`src/rtl/core_id_pipe_pkg.sv`:
```
// Shared RV32I decode constants for the ID stage: opcodes, op-class codes,
// func3/func7 values and write-enable encodings.
package core_id_pipe_pkg;

    localparam logic [6:0] OpLui    = 7'b0110111;
    localparam logic [6:0] OpAuipc  = 7'b0010111;
    localparam logic [6:0] OpJal    = 7'b1101111;
    localparam logic [6:0] OpJalr   = 7'b1100111;
    localparam logic [6:0] OpBranch = 7'b1100011;
    localparam logic [6:0] OpLoad   = 7'b0000011;
    localparam logic [6:0] OpStore  = 7'b0100011;
    localparam logic [6:0] OpOpImm  = 7'b0010011;
    localparam logic [6:0] OpOp     = 7'b0110011;
    localparam logic [6:0] OpFence  = 7'b0001111;
    localparam logic [6:0] OpSystem = 7'b1110011;

    localparam logic [3:0] OPC_ILLEGAL = 4'd0;
    localparam logic [3:0] OPC_LUI     = 4'd1;
    localparam logic [3:0] OPC_AUIPC   = 4'd2;
    localparam logic [3:0] OPC_JAL     = 4'd3;
    localparam logic [3:0] OPC_JALR    = 4'd4;
    localparam logic [3:0] OPC_BRANCH  = 4'd5;
    localparam logic [3:0] OPC_LOAD    = 4'd6;
    localparam logic [3:0] OPC_STORE   = 4'd7;
    localparam logic [3:0] OPC_OP_IMM  = 4'd8;
    localparam logic [3:0] OPC_OP      = 4'd9;
    localparam logic [3:0] OPC_FENCE   = 4'd10;
    localparam logic [3:0] OPC_SYSTEM  = 4'd11;

    localparam logic [2:0] F3_ADD = 3'b000;
    localparam logic [2:0] F3_SLL = 3'b001;
    localparam logic [2:0] F3_SRX = 3'b101;
    localparam logic [6:0] F7_BASE = 7'h00;
    localparam logic [6:0] F7_ALT  = 7'h20;

    localparam logic [4:0] ZeroReg      = 5'd0;
    localparam logic       WriteEnable  = 1'b1;
    localparam logic       WriteDisable = 1'b0;

    // Shift-immediates carry a 5-bit shamt instead of a 12-bit immediate.
    function automatic logic is_shift_imm(input logic [2:0] f3);
        return (f3 == F3_SLL) || (f3 == F3_SRX);
    endfunction

endpackage

```
`src/rtl/core_id_decode.sv`:
```
// Purely combinational RV32I decode: op class, immediate, register
// addresses, write-back enable and illegal-instruction flag.
module core_id_decode
    import core_id_pipe_pkg::*;
#(
    parameter int XLEN   = 32,
    parameter int REG_AW = 5,
    parameter int OPC_W  = 4
) (
    input  logic [31:0]       inst_i,
    output logic [OPC_W-1:0]  opclass_o,
    output logic [XLEN-1:0]   imm_o,
    output logic [REG_AW-1:0] rs1_o,
    output logic [REG_AW-1:0] rs2_o,
    output logic [REG_AW-1:0] rd_o,
    output logic              we_o,
    output logic              illegal_o,
    output logic [2:0]        func3_o,
    output logic [6:0]        func7_o
);

    logic [6:0]        opcode;
    logic [2:0]        f3;
    logic [6:0]        f7;
    logic [REG_AW-1:0] rd_f;
    logic              sgn;
    logic [XLEN-1:0]   imm_i, imm_s, imm_b, imm_u, imm_j, imm_sh;
    logic [3:0]        opc;
    logic [XLEN-1:0]   imm;
    logic              use_rs1, use_rs2, writes_rd, bad;

    assign opcode = inst_i[6:0];
    assign f3     = inst_i[14:12];
    assign f7     = inst_i[31:25];
    assign rd_f   = REG_AW'(inst_i[11:7]);
    assign sgn    = inst_i[31];

    assign imm_i  = {{(XLEN-11){sgn}}, inst_i[30:20]};
    assign imm_s  = {{(XLEN-11){sgn}}, inst_i[30:25], inst_i[11:7]};
    assign imm_b  = {{(XLEN-12){sgn}}, inst_i[7], inst_i[30:25], inst_i[11:8], 1'b0};
    assign imm_u  = {{(XLEN-31){sgn}}, inst_i[30:12], 12'b0};
    assign imm_j  = {{(XLEN-20){sgn}}, inst_i[19:12], inst_i[20], inst_i[30:21], 1'b0};
    assign imm_sh = {{(XLEN-5){1'b0}}, inst_i[24:20]};

    always_comb begin
        opc       = OPC_ILLEGAL;
        imm       = '0;
        use_rs1   = 1'b0;
        use_rs2   = 1'b0;
        writes_rd = WriteDisable;
        bad       = 1'b0;
        if (inst_i[1:0] != 2'b11) begin
            bad = 1'b1;
        end else begin
            case (opcode)
                OpLui:    begin opc = OPC_LUI;   imm = imm_u; writes_rd = WriteEnable; end
                OpAuipc:  begin opc = OPC_AUIPC; imm = imm_u; writes_rd = WriteEnable; end
                OpJal:    begin opc = OPC_JAL;   imm = imm_j; writes_rd = WriteEnable; end
                OpJalr:   begin opc = OPC_JALR;  imm = imm_i; use_rs1 = 1'b1; writes_rd = WriteEnable; end
                OpBranch: begin opc = OPC_BRANCH; imm = imm_b; use_rs1 = 1'b1; use_rs2 = 1'b1; end
                OpLoad:   begin opc = OPC_LOAD;  imm = imm_i; use_rs1 = 1'b1; writes_rd = WriteEnable; end
                OpStore:  begin opc = OPC_STORE; imm = imm_s; use_rs1 = 1'b1; use_rs2 = 1'b1; end
                OpOpImm: begin
                    opc       = OPC_OP_IMM;
                    imm       = is_shift_imm(f3) ? imm_sh : imm_i;
                    use_rs1   = 1'b1;
                    writes_rd = WriteEnable;
                end
                OpOp: begin
                    // Only the base and alternate (SUB/SRA) func7 encodings exist in RV32I.
                    if (!(f7 == F7_BASE || f7 == F7_ALT) ||
                        (f7 == F7_ALT && !(f3 == F3_ADD || f3 == F3_SRX))) begin
                        bad = 1'b1;
                    end else begin
                        opc       = OPC_OP;
                        use_rs1   = 1'b1;
                        use_rs2   = 1'b1;
                        writes_rd = WriteEnable;
                    end
                end
                OpFence:  begin opc = OPC_FENCE;  imm = imm_i; end
                OpSystem: begin opc = OPC_SYSTEM; imm = imm_i; use_rs1 = 1'b1; end
                default:  bad = 1'b1;
            endcase
        end
    end

    assign opclass_o = OPC_W'(opc);
    assign imm_o     = imm;
    assign illegal_o = bad;
    assign we_o      = writes_rd && (rd_f != REG_AW'(ZeroReg));
    assign rd_o      = we_o ? rd_f : '0;
    assign rs1_o     = use_rs1 ? REG_AW'(inst_i[19:15]) : '0;
    assign rs2_o     = use_rs2 ? REG_AW'(inst_i[24:20]) : '0;
    assign func3_o   = f3;
    assign func7_o   = f7;

endmodule

```
`src/rtl/core_id_pipe.sv`:
```
// Registered RV32I decode stage with a 2-entry skid buffer, flush and
// valid/ready handshake to EX. Optional load-use stall: CORE_ID_HAZARD_EN.
module core_id_pipe
    import core_id_pipe_pkg::*;
#(
    parameter int XLEN   = 32,
    parameter int REG_AW = 5,
    parameter int OPC_W  = 4
) (
    input  logic              clk,
    input  logic              rst,
    input  logic              flush_in,
    input  logic              in_valid,
    output logic              in_ready,
    input  logic [31:0]       inst_in,
    input  logic [XLEN-1:0]   inst_addr_in,
    output logic [REG_AW-1:0] read_reg1_addr_out,
    output logic [REG_AW-1:0] read_reg2_addr_out,
    input  logic [XLEN-1:0]   read_reg1_data_in,
    input  logic [XLEN-1:0]   read_reg2_data_in,
`ifdef CORE_ID_HAZARD_EN
    input  logic              ex_load_valid_in,
    input  logic [REG_AW-1:0] ex_rd_in,
    output logic              hazard_stall_out,
`endif
    output logic              out_valid,
    input  logic              out_ready,
    output logic [31:0]       inst_out,
    output logic [XLEN-1:0]   inst_addr_out,
    output logic [OPC_W-1:0]  opclass_out,
    output logic [2:0]        func3_out,
    output logic [6:0]        func7_out,
    output logic [XLEN-1:0]   imm_out,
    output logic              reg_we_out,
    output logic [REG_AW-1:0] reg_write_addr_out,
    output logic [XLEN-1:0]   reg1_data_out,
    output logic [XLEN-1:0]   reg2_data_out,
    output logic              illegal_out
);

    typedef struct packed {
        logic [31:0]       inst;
        logic [XLEN-1:0]   addr;
        logic [OPC_W-1:0]  opclass;
        logic [2:0]        func3;
        logic [6:0]        func7;
        logic [XLEN-1:0]   imm;
        logic              we;
        logic [REG_AW-1:0] rd;
        logic [XLEN-1:0]   rdata1;
        logic [XLEN-1:0]   rdata2;
        logic              illegal;
`ifdef CORE_ID_HAZARD_EN
        logic [REG_AW-1:0] rs1;
        logic [REG_AW-1:0] rs2;
`endif
    } entry_t;

    entry_t      incoming, main_d, main_q, skid_d, skid_q;
    logic        main_vld_d, main_vld_q, skid_vld_d, skid_vld_q;
    logic        in_ready_d, in_ready_q;
    logic        accept, drain, hazard;
    logic [REG_AW-1:0] rs1, rs2;

    core_id_decode #(.XLEN(XLEN), .REG_AW(REG_AW), .OPC_W(OPC_W)) u_decode (
        .inst_i    (inst_in),
        .opclass_o (incoming.opclass),
        .imm_o     (incoming.imm),
        .rs1_o     (rs1),
        .rs2_o     (rs2),
        .rd_o      (incoming.rd),
        .we_o      (incoming.we),
        .illegal_o (incoming.illegal),
        .func3_o   (incoming.func3),
        .func7_o   (incoming.func7)
    );

    assign incoming.inst = inst_in;
    assign incoming.addr = inst_addr_in;
    // Unused operand slots decode to x0, so this also zeroes data the format ignores.
    assign incoming.rdata1 = (rs1 == '0) ? '0 : read_reg1_data_in;
    assign incoming.rdata2 = (rs2 == '0) ? '0 : read_reg2_data_in;
`ifdef CORE_ID_HAZARD_EN
    assign incoming.rs1 = rs1;
    assign incoming.rs2 = rs2;
`endif

    assign read_reg1_addr_out = rs1;
    assign read_reg2_addr_out = rs2;

`ifdef CORE_ID_HAZARD_EN
    assign hazard = main_vld_q && ex_load_valid_in && (ex_rd_in != '0) &&
                    ((main_q.rs1 == ex_rd_in) || (main_q.rs2 == ex_rd_in));
    assign hazard_stall_out = hazard;
`else
    assign hazard = 1'b0;
`endif

    assign out_valid = main_vld_q && !hazard;
    assign in_ready  = in_ready_q;
    assign accept    = in_valid && in_ready_q && !flush_in;
    assign drain     = out_valid && out_ready;

    always_comb begin
        main_d     = main_q;
        skid_d     = skid_q;
        main_vld_d = main_vld_q;
        skid_vld_d = skid_vld_q;
        if (flush_in) begin
            main_vld_d = 1'b0;
            skid_vld_d = 1'b0;
        end else if (drain) begin
            // in_ready is low whenever skid holds data, so skid refill and accept never collide.
            if (skid_vld_q) begin
                main_d     = skid_q;
                skid_vld_d = 1'b0;
            end else if (accept) begin
                main_d = incoming;
            end else begin
                main_vld_d = 1'b0;
            end
        end else if (accept) begin
            if (main_vld_q) begin
                skid_d     = incoming;
                skid_vld_d = 1'b1;
            end else begin
                main_d     = incoming;
                main_vld_d = 1'b1;
            end
        end
        in_ready_d = !skid_vld_d;
    end

    always_ff @(posedge clk) begin
        if (!rst) begin
            main_vld_q <= 1'b0;
            skid_vld_q <= 1'b0;
            in_ready_q <= 1'b1;
        end else begin
            main_vld_q <= main_vld_d;
            skid_vld_q <= skid_vld_d;
            in_ready_q <= in_ready_d;
        end
    end

    always_ff @(posedge clk) begin
        main_q <= main_d;
        skid_q <= skid_d;
    end

    // An empty stage presents an all-zero bundle.
    assign inst_out           = main_vld_q ? main_q.inst    : '0;
    assign inst_addr_out      = main_vld_q ? main_q.addr    : '0;
    assign opclass_out        = main_vld_q ? main_q.opclass : '0;
    assign func3_out          = main_vld_q ? main_q.func3   : '0;
    assign func7_out          = main_vld_q ? main_q.func7   : '0;
    assign imm_out            = main_vld_q ? main_q.imm     : '0;
    assign reg_we_out         = main_vld_q ? main_q.we      : 1'b0;
    assign reg_write_addr_out = main_vld_q ? main_q.rd      : '0;
    assign reg1_data_out      = main_vld_q ? main_q.rdata1  : '0;
    assign reg2_data_out      = main_vld_q ? main_q.rdata2  : '0;
    assign illegal_out        = main_vld_q ? main_q.illegal : 1'b0;

endmodule

```
`config.mk`:
```
export PLATFORM = sky130hd
export DESIGN_NAME = core_id_pipe
export DESIGN_NICKNAME = d
export VERILOG_FILES = /design/src/rtl/core_id_pipe_pkg.sv /design/src/rtl/core_id_decode.sv /design/src/rtl/core_id_pipe.sv
export SDC_FILE = /design/constraint.sdc
export NUM_CORES = 1
export LEC_CHECK = 0
export BUFFER_PORTS_ARGS = -buffer_cell sky130_fd_sc_hd__buf_2
export CAP_MARGIN = 20
export CORE_UTILIZATION = 40
export CTS_CLUSTER_DIAMETER = 40
export CTS_CLUSTER_SIZE = 30
export DETAILED_ROUTE_END_ITERATION = 7
export PLACE_DENSITY = 0.73
export SLEW_MARGIN = 0
export SYNTH_ARGS = -nofsm -noshare
export SYNTH_HDL_FRONTEND = slang
export SYNTH_SLANG_ARGS = --single-unit
```
`constraint.sdc`:
```
create_clock -name clk -period 18.71 [get_ports clk]
set_input_delay 1.871 -clock clk [delete_from_list [all_inputs] [get_ports clk]]
set_output_delay 1.871 -clock clk [all_outputs]
set_load 0.02 [all_outputs]
```
==> results of run 1 <==
==> worst register-to-register path, cell delays in order (launching register included) <==
cell	delay, ns
dfxtp_4	0.61
buf_4	0.44
nand2_1	0.22
a221oi_4	0.28
buf_4	0.53
buf_4	0.85
==> through the flow <==
| step | hold slack, ns | area (um2) | utilization (%) | total power, mW | worst slack, ns |
|---|---|---|---|---|---|
| after floorplan | 0.4836 | 15270 | - | 0.9482 | 3.283 |
| after global placement | 0.4870 | 17270 | 45.95 | 0.9835 | 13.37 |
| after detailed placement | 0.4931 | 17280 | 45.99 | 0.9862 | 13.35 |
| after CTS | 0.5046 | 19110 | 50.86 | 1.991 | 13.35 |
| after global routing | 0.5272 | 19160 | 50.98 | 2.031 | 13.26 |
| final | 0.5027 | 19160 | 50.98 | 1.969 | 13.34 |
==> state kept, by name, indices dropped and copies added, names as in the netlist <==
name	count
out_valid	1
skid_vld_q	1
skid_q	171
in_ready	1
main_q	171
==> kinds of logic (layout without fill, tap and decap cells) <==
group / count (synthesis) / after routing / share of synthesized area, %
and+or+nand+nor: 722 / 722 / 22.97
DFF: 345 / 345 / 67.68
AOI/OAI and AO/OA: 143 / 143 / 5.763
buffers and inverters: 91 / 440 / 2.820
muxes: 8 / 8 / 0.5903
xor gates and xnor gates: 3 / 3 / 0.1722
other: 0 / 2 / 0
==> area by class of cell <==
cell class	instances	area share (%)
Clock buffer	54	7.053
Inverter	3	0.05878
Clock inverter	44	2.501
Antenna cell	2	0.02612
Multi-Input combinational cell	876	23.80
Tap cell	511	3.337
Sequential cell	345	53.94
Timing Repair Buffer	339	9.287
==> power by group through the flow <==
stage	Sequential, mW	Combinational (mW)	Clock [mW]
2_1_floorplan	0.893	0.0551	0
3_3_place_gp	0.886	0.0978	0
3_5_place_dp	0.886	0.0999	0
4_1_cts	0.870	0.101	1.02
5_1_grt	0.872	0.110	1.05
6_report	0.870	0.100	0.999
==> metal layers <==
layer | track usage (%) | up-vias | wire length [um]
li1 | - | 5122 | -
met1 | 25.68 | 5150 | 15820
met2 | 29.97 | 410 | 17480
met3 | 4.815 | 76 | 3069
met4 | 6.517 | 0 | 1077
met5 | 0 | - | 0
==> worst max-delay path by stage <==
stage                     start               endpoint
finish              inst_in[28]  read_reg1_addr_out[1]
global route         inst_in[2]  read_reg2_addr_out[1]
CTS                 inst_in[28]  read_reg1_addr_out[1]
detailed placement  inst_in[28]  read_reg1_addr_out[1]
global placement    inst_in[28]  read_reg1_addr_out[3]
floorplan              in_valid    main_q[0]$_DFFE_PP_
==> synth_stat cells (3+ instances only) <==
cell      number
clkbuf_2       6
a31oi_1       10
dfxtp_1        3
a21oi_2        3
inv_1          3
o21ai_1       60
nand3_1        4
a22o_1         6
nor2b_1       18
nor4_1         3
nor2_1        39
a211o_1       12
clkbuf_1      56
nand2_1      384
o31ai_1        5
buf_6          4
or4_1          3
nor3_1         5
nand2b_1       3
a21oi_1        8
edfxtp_1     342
buf_2         11
and2_1       244
o21ai_0       22
buf_4         10
or2_2          3
mux2_2         8
or3_1          3
==> flow_summary.toml, run 1 <==
[route]
via_per_inst = 4.948
drt_iter0_drc = 615
ant_nets = 0
dr_total_vias = 10760
dr.pass1.iters = 7
wl_per_cell_um = 17.23
drc_errors = 0
routed_wl_mm = 37.45

[global_routing]
grt_pass1_wl_mm = 57.39
grt_start_max_net_pins = 172
grt_use_total_pct = 19.07
antenna_found_initial = 1
overflow = 0
grt_pass1_vias = 10250

[power]
p_leak_nw = 8.327
pwr-share-comb_pct = 5.1
seqPwrFrac_pct = 44.2
clockPowerShare_pct = 50.7
p_per_area_nw_per_um2 = 102.8
vdd_drop_max_uv = 68.25
p_int_mw = 1.521
power.switching_mw = 0.4485
switching_share_pct = 22.78

[die]
pin_count = 326
dieArea_um2 = 38940
coreArea_um2 = 37580
num_rows = 71
die_h_um = 197.3
die_w_um = 197.3
start_util_pct = 40.62

[timing]
worstMarginPinSlew_ns = 1.101
rsz0062_at_grt = "no"
hold_viol = 0
skew_ns = 0.02043
fmax_mhz = 186.2
setup_viol = 0
maxSlewHeadroom_pct = 26.63
period_needed_ns = 5.372
maxSlewViolCount = 0
post-route-period-util_pct = 28.71
tns_ns = 0

[clock_network]
clk_pin_slew_ns = 0.05
numCtsBuffers = 52
clk_latency_ns = 0.59
clockBufferDepth = 3
cts_sinks = 345
tritoncts = "yes"
htree_levels = 2
cts_setup_buffers = 0
cts_resized = 0
root_buffer = "clkbuf_16"
holdBufCountCts = 0

[final_layout]
fillers = 3299
drive_above_1_share_pct = 27.75
layout_common_cells = "nand2_1, edfxtp_1, buf_2, and2_1, o21ai_1"
stdcell_count = 2174
seqCellArea_um2 = 10330
final_common_cell = "nand2_1"
syn2layout_area_growth_pct = 25.53
layout.nets = 1750
multiInputGateArea_um2 = 4559

[synth]
synth_top_area_share_pct = 67.29
syn_avg_cell_area_um2 = 11.63
ys_seq_elements = 345
yosysSeqAreaShare_pct = 67.68
synth_edf_count = 342
syn_nets = 1445
ys_async_sr_fraction_pct = 0
synth_top_cell_by_area = "edfxtp_1"
synth_area_um2 = 15260
synth_area_leaders = "edfxtp_1, and2_1, nand2_1, o21ai_1, clkbuf_1"
ys.flop_type = "edfxtp_1"
yosysUniqueCellTypes = 57
syn_inst = 1312
yosys_warnings = 0

[min_path]
min_path_type = "reg -> reg"
hp-start = "skid_q[123]$_DFFE_PP_"
hold_depth = 2
min_to = "main_q[123]$_DFFE_PP_"

[critical_path]
crit_chain = "buf_2, nor4_1, and4bb_1, a21oi_2, nor2b_1, buf_2"
cpPeakStageDelay_ns = 0.58
worst_ep_arrival_time_ns = 3.50
crit_path_start_kind = "input pin"
cp.required_ns = 16.84
cp_slowest_cell = "nor4_1"
rr_worst_depth = 5
timing.rr.end = "main_q[169]$_DFFE_PP_"
worst-path-buf-inv = 2
r2r_slack_ns = 15.32
path_delay_family = "simple AND/OR/NAND/NOR gates"
crit_path_end_kind = "primary output"
path_max_fanout = 7
worstSetupPathType = "in -> out"
cp.depth = 6
timing.rr.start = "out_valid$_SDFFE_PP0P_"
cpMostUsedCell = "buf_2"

[flow_run]
cap_violations = 0

[place]
dp.cells = 2072
routabilityCongestion = 0.8412
port-buffer-count = 325
hpwl_mm = 23.43

[outcome]
run_status = "complete, no violations"
No activity file was read; power rests on OpenSTA's default activity.
==> run 2, diff against run 1 <==
PLACE_DENSITY = 0.71   (was 0.73)
clock period = 5.3 ns   (was 18.71 ns; I/O delays follow)
==> run 2 against run 1 <==
  * Die area unchanged
  * First-iteration DRC count increased by 25%
  * Routed wire length grew 1.3%
  * Count of clock-buffer cells in the layout rose by 2
  * Cell count decreased by 0.28%
  * Register-to-register slack lost 13 ns
  * Global-route usage rose by 0.27 points
  * Worst hold slack worse by 0.36 ns
  * Design area fell by 1.0%
  * Sequential power grew to 3.5 times the previous value
  * Largest cell class unchanged
  * Highest routed layer unchanged
==> flow_summary.toml, run 2 (same netlist as run 1, synthesis figures left out) <==
[route]
drt_iter0_drc = 766
dr.pass1.iters = 5
via_per_inst = 5.004
drc_errors = 0
ant_nets = 0
wl_per_cell_um = 17.50
dr_total_vias = 10850
routed_wl_mm = 37.93

[min_path]
min_path_type = "in -> reg"

[power]
total_power_mw = 6.609
vdd_drop_max_uv = 243.1
p_leak_nw = 8.238
p_per_area_nw_per_um2 = 348.5

[timing]
hold_viol = 0
period_needed_ns = 3.216
maxSlewHeadroom_pct = 31.22
skew_ns = 0.009259
fmax_mhz = 311.0
setup_viol = 0
rsz0062_at_grt = "no"
maxSlewViolCount = 0
post-route-period-util_pct = 60.67
worstMarginPinSlew_ns = 1.031
hold_slack_ns = 0.1461

[critical_path]
cp-startpoint = "out_valid$_SDFFE_PP0P_"
timing.rr.end = "main_q[0]$_DFFE_PP_"
crit_end = "opclass_out[0]"
worstSetupPathType = "reg -> out"
rr_worst_depth = 3
path_max_fanout = 108
crit_path_end_kind = "primary output"
worst_ep_arrival_time_ns = 2.69
crit_path_start_kind = "flip-flop"
timing.rr.start = "out_valid$_SDFFE_PP0P_"
r2r_slack_ns = 2.62
cp.required_ns = 4.77

[clock_network]
tritoncts = "yes"
holdBufCountCts = 0
numCtsBuffers = 50
clk_pin_slew_ns = 0.06
cts_setup_buffers = 0
clockBufferDepth = 3
htree_levels = 2
cts_resized = 0
cts_sinks = 345
root_buffer = "clkbuf_16"
clk_latency_ns = 0.57

[die]
pin_count = 326
num_rows = 71
dieArea_um2 = 38940
die_h_um = 197.3
coreArea_um2 = 37580
die_w_um = 197.3
start_util_pct = 40.62

[final_layout]
reg.largest.list = "main_q x171, skid_q x171"
layout.nets = 1749
layout_common_cells = "nand2_1, edfxtp_1, buf_2, and2_1, o21ai_1"
syn2layout_area_growth_pct = 24.24
drive_above_1_share_pct = 27.11
final_common_cell = "nand2_1"

[global_routing]
grt_pass1_wl_mm = 58.25
grt_use_total_pct = 19.34
overflow = 0
antenna_found_initial = 0
grt_pass1_vias = 10440
grt_start_max_net_pins = 170

[place]
hpwl_mm = 23.72
routabilityCongestion = 0.8233
port-buffer-count = 325

[flow_run]
cap_violations = 0

[outcome]
run_status = "complete, no violations"
run 2: cell types whose count changed in the layout (fill, tap and decap cells not counted), sizes merged:
| cell | change |
|---|---|
| clkinvlp | -4 |
| inv | -4 |
| bufinv | -3 |
| clkinv | +3 |
| clkbuf | +2 |
| buf | +1 |
| diode | -1 |
run 2: how the worst min path moves through the flow:
stage	from	end	slack [ns]	cells after the start
floorplan	skid_q[117]$_DFFE_PP_	main_q[117]$_DFFE_PP_	0.48	2
global placement	skid_q[179]$_DFFE_PP_	main_q[179]$_DFFE_PP_	0.49	2
detailed placement	skid_q[120]$_DFFE_PP_	main_q[120]$_DFFE_PP_	0.49	2
CTS	inst_addr_in[30]	skid_q[147]$_DFFE_PP_	0.10	1
global route	inst_addr_in[26]	skid_q[143]$_DFFE_PP_	0.1	1
finish	inst_addr_in[30]	skid_q[147]$_DFFE_PP_	0.15	1
run 2: power breakdown:
group	internal, mW	switching, mW	total [mW]
clock	1.91	1.27	3.19
combinational	0.119	0.230	0.348
sequential	3.06	0.0186	3.07
run 2: critical path: stages, from the launching register on:
cell,delay (ns)
dfxtp_4,0.79
buf_4,0.79
and2_1,0.29
buf_2,0.18
run 2: per-stage QoR:
stage | instance area (um2) | worst slack, ns | utilization, % | cells | TNS, ns
2_1_floorplan | 15330 | -1.271 | - | 1312 | -270.69
3_3_place_gp | 17290 | 2.096 | 46.02 | 2072 | 0
3_5_place_dp | 17290 | 2.005 | 46.02 | 2072 | 0
4_1_cts | 18910 | 1.962 | 50.32 | 2164 | 0
5_1_grt | 18960 | 1.853 | 50.45 | 2167 | 0
6_report | 18960 | 2.084 | 50.46 | 2168 | 0
run 2: routing by layer:
metal / GRT usage [%] / routed length [um] / vias up
met5: 0 / 0 / -
met2: 30.62 / 17750 / 441
met4: 5.800 / 902 / 0
li1: - / - / 5132
met1: 25.47 / 15780 / 5194
met3: 5.942 / 3493 / 81
run 2: layout make-up:
type                       count  area [um2]
timing repair buffer         340        1792
tap                          511       639.4
sequential                   345       10330
multi-input combinational    876        4567
clock buffer                  56        1274
clock inverter                36       342.8
fill                        3323       18620
inverter                       3       11.26
antenna                        1       2.502
==> run 3, diff against run 2 <==
clock period = 3.1 ns   (was 5.3 ns; I/O delays follow)
==> run 3 against run 2 <==
  * Non-clock buffer count is 79 higher
  * Clock skew up 0.0085 ns
  * Worst hold slack lost 0.11 ns
  * Critical endpoint is now read_reg2_addr_out[0]
  * Core utilization is 2.6 points higher
  * Count of clock-buffer cells in the layout rose by 1
  * Die area unchanged
  * Critical path depth grew 5
==> flow_summary.toml, run 3 (same netlist as run 1, synthesis figures left out) <==
[power]
pwr-share-comb_pct = 5.8
vdd_drop_max_uv = 410.3
seqPwrFrac_pct = 44.4
p_per_area_nw_per_um2 = 593.1
clockPowerShare_pct = 49.8
p_int_mw = 8.996
switching_share_pct = 23.86
p_leak_nw = 8.659
power.switching_mw = 2.819

[clock_network]
clockBufferDepth = 3
clk_pin_slew_ns = 0.06
cts_setup_buffers = 0
tritoncts = "yes"
cts_sinks = 345
htree_levels = 2
clk_latency_ns = 0.57
root_buffer = "clkbuf_16"
numCtsBuffers = 53

[route]
routed_wl_mm = 39.12
ant_nets = 0
wl_met3_mm = 3.130
via_per_inst = 4.947
drt_iter0_drc = 700
dr.pass1.iters = 5
drc_errors = 0
top_layer = "met4"
met2_length_mm = 18.39
met1Wirelength_mm = 16.39
wl_per_cell_um = 17.36
dr_total_vias = 11150

[timing]
skew_ns = 0.01779
hold_viol = 0
hold_slack_ns = 0.03932
maxSlewHeadroom_pct = 45.12
rsz0062_at_grt = "no"
post-route-period-util_pct = 91.62
maxSlewViolCount = 0
worstMarginPinSlew_ns = 0.8157
tns_ns = 0
setup_viol = 0
period_needed_ns = 2.840
fmax_mhz = 352.1

[die]
num_rows = 71
dieArea_um2 = 38940
coreArea_um2 = 37580
pin_count = 326
die_w_um = 197.3
die_h_um = 197.3
start_util_pct = 40.62

[flow_run]
cap_violations = 0

[critical_path]
worstSetupPathType = "in -> out"
crit_path_start_kind = "input pin"
crit_path_end_kind = "primary output"
cp.required_ns = 2.79
r2r_slack_ns = 1.07
path_max_fanout = 7
worst_ep_arrival_time_ns = 2.53

[final_layout]
drive_above_1_share_pct = 26.69
syn2layout_area_growth_pct = 30.52
antenna_cells = 0
final_util_pct = 53.01
final_common_cell = "nand2_1"
stdcell_count = 2253
layout_common_cells = "nand2_1, edfxtp_1, buf_2, and2_1, dlygate4sd3_1"
design_area_um2 = 19920
fillers = 3223
layout.nets = 1831
reg.largest.list = "main_q x171, skid_q x171"

[place]
dp.cells = 2079
placed_area_um2 = 17390
port-buffer-count = 325
routabilityCongestion = 0.8355
hpwl_mm = 23.47

[outcome]
run_status = "complete, no violations"

[global_routing]
grt_start_max_net_pins = 102
antenna_found_initial = 0
grt_use_total_pct = 19.92
overflow = 0
grt_pass1_vias = 10790
grt_pass1_wl_mm = 59.83

[min_path]
min_path_type = "in -> reg"
-- run 3: metal layers --
metal	GRT usage [%]	vias up
li1	-	5298
met1	26.46	5301
met2	31.70	463
met3	4.285	83
met4	8.096	0
met5	0	-
-- run 3: power groups by stage --
stage | combinational, mW | sequential, mW | clock [mW]
after detailed placement | 0.611 | 5.35 | 0
after global routing | 0.749 | 5.26 | 6.20
after global placement | 0.599 | 5.34 | 0
final | 0.686 | 5.25 | 5.88
after floorplan | 0.338 | 5.35 | 0
after CTS | 0.688 | 5.25 | 6.01
-- run 3: worst paths after layout --
path                                              from                    end  cells after the start
worst max-delay path                       inst_in[28]  read_reg2_addr_out[0]                      8
worst min-delay path             read_reg2_data_in[28]   skid_q[29]$_DFFE_PP_                      2
worst max register to register  out_valid$_SDFFE_PP0P_  main_q[158]$_DFFE_PP_                      3
worst min register to register   skid_q[171]$_DFFE_PP_  main_q[171]$_DFFE_PP_                      2
-- run 3: what timing repair did --
action	in CTS	in global routing
hold endpoints to repair	93	0
hold buffers	74	0
resized for setup	0	0
-- run 3: critical path, cell delays in order --
cell           delay [ns]
dlygate4sd3_1        0.53
buf_2                0.15
nor4_1               0.49
buf_4                0.20
and4bb_1             0.26
a21oi_2              0.18
nor2b_1              0.21
buf_2                0.20
-- run 3: area by class of cell --
| type | count | area, um2 | area share [%] |
|---|---|---|---|
| timing repair buffer | 419 | 2600 | 13.05 |
| inverter | 3 | 11.26 | 0.05653 |
| clock inverter | 42 | 435.4 | 2.186 |
| tap | 511 | 639.4 | 3.210 |
| sequential | 345 | 10330 | 51.87 |
| clock buffer | 57 | 1341 | 6.733 |
| multi-input combinational | 876 | 4559 | 22.89 |
-- run 3: per-stage QoR --
stage	setup slack (ns)	power, mW
after floorplan	-3.471	5.688
after global placement	0.3170	5.944
after detailed placement	0.2750	5.958
after CTS	0.2872	11.95
after global routing	0.1250	12.21
final	0.2597	11.82
